[config.mk]
export PLATFORM = sky130hd
export DESIGN_NAME = zl_fifo_pkt_reader
export DESIGN_NICKNAME = d
export VERILOG_FILES = /design/src/rtl/zl_fifo_pkt_reader_pkg.sv /design/src/rtl/zl_fifo_pkt_reader.sv
export SDC_FILE = /design/constraint.sdc
export NUM_CORES = 1
export LEC_CHECK = 0
export BUFFER_PORTS_ARGS = -buffer_cell sky130_fd_sc_hd__clkbuf_2
export CAP_MARGIN = 40
export CORE_UTILIZATION = 33
export CTS_BUF_LIST = sky130_fd_sc_hd__clkbuf_2 sky130_fd_sc_hd__clkbuf_4 sky130_fd_sc_hd__clkbuf_8
export DETAILED_ROUTE_END_ITERATION = 8
export MAX_ROUTING_LAYER = met4
export PLACE_DENSITY = 0.61
export SETUP_SLACK_MARGIN = 0.02
export SLEW_MARGIN = 20
export SYNTH_ARGS = -nofsm -noshare
export SYNTH_HDL_FRONTEND = slang
export SYNTH_SLANG_ARGS = --single-unit
[constraint.sdc]
create_clock -name clk -period 6.15 [get_ports clk]
set_clock_uncertainty 0.05 [all_clocks]
set_input_delay 0 -clock clk [delete_from_list [all_inputs] [get_ports clk]]
set_output_delay 0 -clock clk [all_outputs]
set_load 0.01 [all_outputs]
[src/rtl/zl_fifo_pkt_reader_pkg.sv]
// Shared constants and state type for the FIFO packet reader.
// The transport-stream constants double as the reader's parameter defaults.
package zl_fifo_pkt_reader_pkg;

   localparam logic [7:0] TS_SYNC_WORD = 8'h47;
   localparam logic [7:0] TS_NULL_FILL = 8'hFF;
   localparam int         TS_PKT_LEN   = 188;

   typedef enum logic [1:0] {
      ST_IDLE = 2'd0,
      ST_DATA = 2'd1,
      ST_NULL = 2'd2
   } state_t;

endpackage

[src/rtl/zl_fifo_pkt_reader.sv]
// Drains a show-ahead FIFO into fixed-length packets, starting a packet only when
// a whole one is buffered, otherwise optionally emitting a null packet.
module zl_fifo_pkt_reader
   import zl_fifo_pkt_reader_pkg::*;
#(
   parameter int                    Data_width  = 8,
   parameter int                    Addr_width  = 10,
   parameter int                    Packet_len  = TS_PKT_LEN,
   parameter bit                    Null_enable = 1'b1,
   parameter logic [Data_width-1:0] Sync_word   = Data_width'(TS_SYNC_WORD),
   parameter logic [Data_width-1:0] Null_fill   = Data_width'(TS_NULL_FILL)
) (
   input  logic                  clk,
   input  logic                  rst_n,
   input  logic                  fifo_req,
   output logic                  fifo_ack,
   input  logic [Data_width-1:0] fifo_data,
   input  logic [Addr_width-1:0] fifo_used,
   input  logic                  fifo_full,
   output logic                  out_req,
   input  logic                  out_ack,
   output logic [Data_width-1:0] out_data,
   output logic                  out_sop,
   output logic                  out_eop,
   output logic                  out_null,
   output logic [15:0]           pkt_count,
   output logic [15:0]           null_count
);

   localparam int                    Cnt_width = (Packet_len > 1) ? $clog2(Packet_len) : 1;
   localparam logic [Cnt_width-1:0]  Last_idx  = Cnt_width'(Packet_len - 1);
   // One extra bit so a packet length of 2**Addr_width is representable; then only fifo_full can match.
   localparam logic [Addr_width:0]   Len_ext   = (Addr_width + 1)'(Packet_len);

   state_t                  state, state_nxt;
   logic [Cnt_width-1:0]    count;
   logic [15:0]             pkt_cnt_q, null_cnt_q;
   logic                    avail, last_word, xfer;
   logic                    req_c, ack_c, null_c;
   logic [Data_width-1:0]   data_c;

   assign avail     = fifo_full || ({1'b0, fifo_used} >= Len_ext);
   assign last_word = (count == Last_idx);

   always_comb begin
      state_nxt = state;
      req_c     = 1'b0;
      ack_c     = 1'b0;
      null_c    = 1'b0;
      data_c    = '0;
      case (state)
         ST_IDLE: begin
            if (avail) begin
               state_nxt = ST_DATA;
            end else if (Null_enable) begin
               state_nxt = ST_NULL;
            end
         end
         ST_DATA: begin
            req_c  = fifo_req;
            data_c = fifo_data;
            ack_c  = fifo_req && out_ack;
         end
         ST_NULL: begin
            req_c  = 1'b1;
            null_c = 1'b1;
            data_c = (count == '0) ? Sync_word : Null_fill;
         end
         default: state_nxt = ST_IDLE;
      endcase
      xfer = req_c && out_ack;
      if (xfer && last_word) begin
         state_nxt = ST_IDLE;
      end
   end

   // Outputs are forced low while reset is held so downstream sees nothing mid-abort.
   always_comb begin
      out_req    = rst_n && req_c;
      fifo_ack   = rst_n && ack_c;
      out_null   = rst_n && null_c;
      out_data   = rst_n ? data_c : '0;
      out_sop    = out_req && (count == '0);
      out_eop    = out_req && last_word;
      pkt_count  = rst_n ? pkt_cnt_q : 16'd0;
      null_count = rst_n ? null_cnt_q : 16'd0;
   end

   always_ff @(posedge clk) begin
      if (!rst_n) begin
         state      <= ST_IDLE;
         count      <= '0;
         pkt_cnt_q  <= 16'd0;
         null_cnt_q <= 16'd0;
      end else begin
         state <= state_nxt;
         if (xfer) begin
            count <= last_word ? '0 : count + 1'b1;
            if (last_word) begin
               if (state == ST_DATA) begin
                  pkt_cnt_q <= pkt_cnt_q + 16'd1;
               end else begin
                  null_cnt_q <= null_cnt_q + 16'd1;
               end
            end
         end
      end
   end

endmodule

==> impl_metrics.ini <==
[run_status]
status = completed

[cts]
cts_resized = 0
cts_tree = yes
clock_sinks = 42
cts_buffer_depth = 2
cts-htree-levels = 2
hold_buffers = 0
path_clk_slew_ns = 0.08
cts_buffers = 5
clk_latency_ns = 0.29
cts_setup_buffers = 0
cts-root-buf = clkbuf_8

[place]
port_buffers = 65
hpwl_mm = 4.08
place_worst_setup_slack_ns = 3.50
gp_congestion = 0.793

[global_route]
grt_max_degree = 39
grt_pass1_wl_mm = 9.26
grt_usage_pct = 15.5
grt_overflow = 0
antenna_found_initial = 0
grt_pass1_vias = 2049

[timing]
hold_violations = 0
setup_violations = 0
setup_tns_ns = 0
grt_setup_unrepaired = false
worst_slew_pin_slew_ns = 0.804
timing.final.ws_setup_ns = 3.53
slew_viol_final = 0
max_freq_mhz = 381
fin_crit_ns = 2.62
post-route-period-util_pct = 42.6
max_slew_margin_pct = 45.9

[critical_path]
cp_max_fo = 11
worstSetupStartpointType = flop
crit_path_cell_trace = inv_1, ha_1, nand2_1, or4_1, nor3_1, mux2_2
reg2reg_from = state[0]
cp.arrival_ns = 2.76
critPathRequiredTime_ns = 6.29
critPathKind = flop to flop
startpoint = state[0]
cpMaxStageDelayCell = or4_1
slowest_delay_ns = 0.75
worstSetupEndpointType = flop

[layout]
area_delta_synth_final_pct = 19.1
num_antenna_cells = 0
nets = 393
drive_gt1_share_pct = 23.1

[routing]
vias = 2389
post-route-drc-count = 0
ant_nets = 0
wl_mm = 5.65
first_pass_iters = 4
routed_via_density = 5.16
wl_per_cell_um = 12.2
drt-initial-drc-count = 96

[synth]
synth_top_cell_by_area = dfxtp_1
seq_area_frac_synth_pct = 34.4
synthDistinctLibCells = 37
synth_seq_cells = 42
synth_fp_nets = 337
synth_area_leaders = dfxtp_1 (34%), and2_1 (8.4%), a21oi_1 (6.1%)
synth_warnings = 0
synth_cells = 307
post_synth.cell_area_avg_sq_um = 7.97
synthDominantCellAreaShare_pct = 34.4
synth_area_sq_mm = 0.00245

[floorplanning]
die_y_um = 88.1
io_pins = 68
core_sq_mm = 0.00721
rows = 31
start_util_pct = 33.9
die_area_sq_mm = 0.00776
die_x_um = 88.1

[hold_path]
worstHoldStart = fifo_used[7]
hold_class = primary input to flop

[power_and_ir_drop]
power_density_mw_per_mm2 = 179
peakVddDrop_mv = 0.0725
leakage_nw = 1.13

[run]
drv_cap = 0
[final timing paths]
| kind | to | slack, ns | depth (start not counted) |
|---|---|---|---|
| setup / recovery | pkt_cnt_q[15] | 3.53 | 6 |
| hold / removal | state[0] | 0.02 | 3 |
| setup reg to reg | pkt_cnt_q[15] | 3.53 | 6 |
| hold reg to reg | null_cnt_q[15] | 0.45 | 2 |
[routing by layer]
| metal | share of wire [%] | GRT usage, % |
|---|---|---|
| met5 | 0 | - |
| met4 | 0.83 | 3.96 |
| met3 | 4.5 | 3.20 |
| met2 | 46 | 25.0 |
| met1 | 49 | 19.7 |
[synth_stat cells]
cell / number
dfxtp_1: 42
and2_1: 33
a21oi_1: 30
nor2_1: 27
nand2_1: 22
nand4_1: 14
o21ai_0: 14
nand3_1: 12
or3_1: 12
clkbuf_1: 10
or4_1: 9
xnor2_1: 9
nor3_1: 8
ha_1: 7
o31ai_1: 7
and4_1: 6
inv_1: 6
mux2_2: 6
nor4_1: 5
and3_1: 4
buf_2: 3
buf_6: 3
xor2_1: 3
mux2i_1: 2
a22oi_1: 1
a41o_1: 1
and3_2: 1
and4b_1: 1
and4bb_2: 1
clkbuf_2: 1
dlygate4sd1_1: 1
nand2b_1: 1
nand4bb_1: 1
nor3b_1: 1
nor4b_1: 1
o211ai_1: 1
o31ai_2: 1
[cell usage in the layout, fill, tap and decap left out, types with 12 or more instances in the layout]
cell,synthesis,routed
a21oi_1,30,30
and2_1,33,33
clkbuf_2,1,65
dfxtp_1,42,42
nand2_1,22,22
nand3_1,12,12
nand4_1,14,14
nor2_1,27,27
o21ai_0,14,14
or3_1,12,12
[final cells by class]
type | count | area, sq um
clock buffer | 7 | 90.1
sequential | 42 | 841
multi-input combinational | 241 | 1480
clock inverter | 1 | 5.00
timing repair buffer | 67 | 348
fill | 786 | 4300
tap | 99 | 124
inverter | 6 | 22.5
[cells by family (layout without fill, tap and decap cells)]
logic type                 after synthesis  count (layout)  synth area share [%]
DFF                                     42              42                  34.4
AOI/OAI and AO/OA                       55              55                  12.7
buffers and inverters                   24              81                  5.01
muxes                                    8               8                  3.58
xor gates and xnor gates                12              12                  4.29
and+or+nand+nor                        159             159                  36.5
adders and majority gates                7               7                  3.58
[power by group]
group | leakage (nW) | switching (W) | total (W) | internal (W)
Clock | 0.0517 | 0.0000937 | 0.000189 | 0.0000951
Sequential | 0.338 | 0.00000175 | 0.000275 | 0.000274
Combinational | 0.743 | 0.0000377 | 0.0000580 | 0.0000202
[state kept, by name (all words and copies together) (netlist names)]
signal and flops:
null_cnt_q 16, state 2, pkt_cnt_q 16, count 8
[stage by stage]
| step | instance area [sq um] | power (W) | util (%) | hold WS [ns] | cells |
|---|---|---|---|---|---|
| after CTS | 2910 | 0.000529 | 40.4 | 0.0143 | 463 |
| after floorplan | 2450 | 0.000322 | - | 0.0848 | 307 |
| after global placement | 2800 | 0.000338 | 38.9 | 0.254 | 454 |
| after detailed placement | 2820 | 0.000341 | 39.1 | 0.257 | 455 |
| final | 2910 | 0.000522 | 40.4 | 0.0174 | 463 |
| after global routing | 2910 | 0.000549 | 40.4 | 0.0372 | 463 |
[worst max-delay path: cells and delay by family (launching register included)]
family	cells	cell delay, ns
flip-flops	1	0.36
adder cells (fa/ha/maj)	1	0.40
buffers and inverters	1	0.07
AND/OR/NAND/NOR	3	1.29
multiplexers	1	0.35
(Power assumes the default switching activity.)
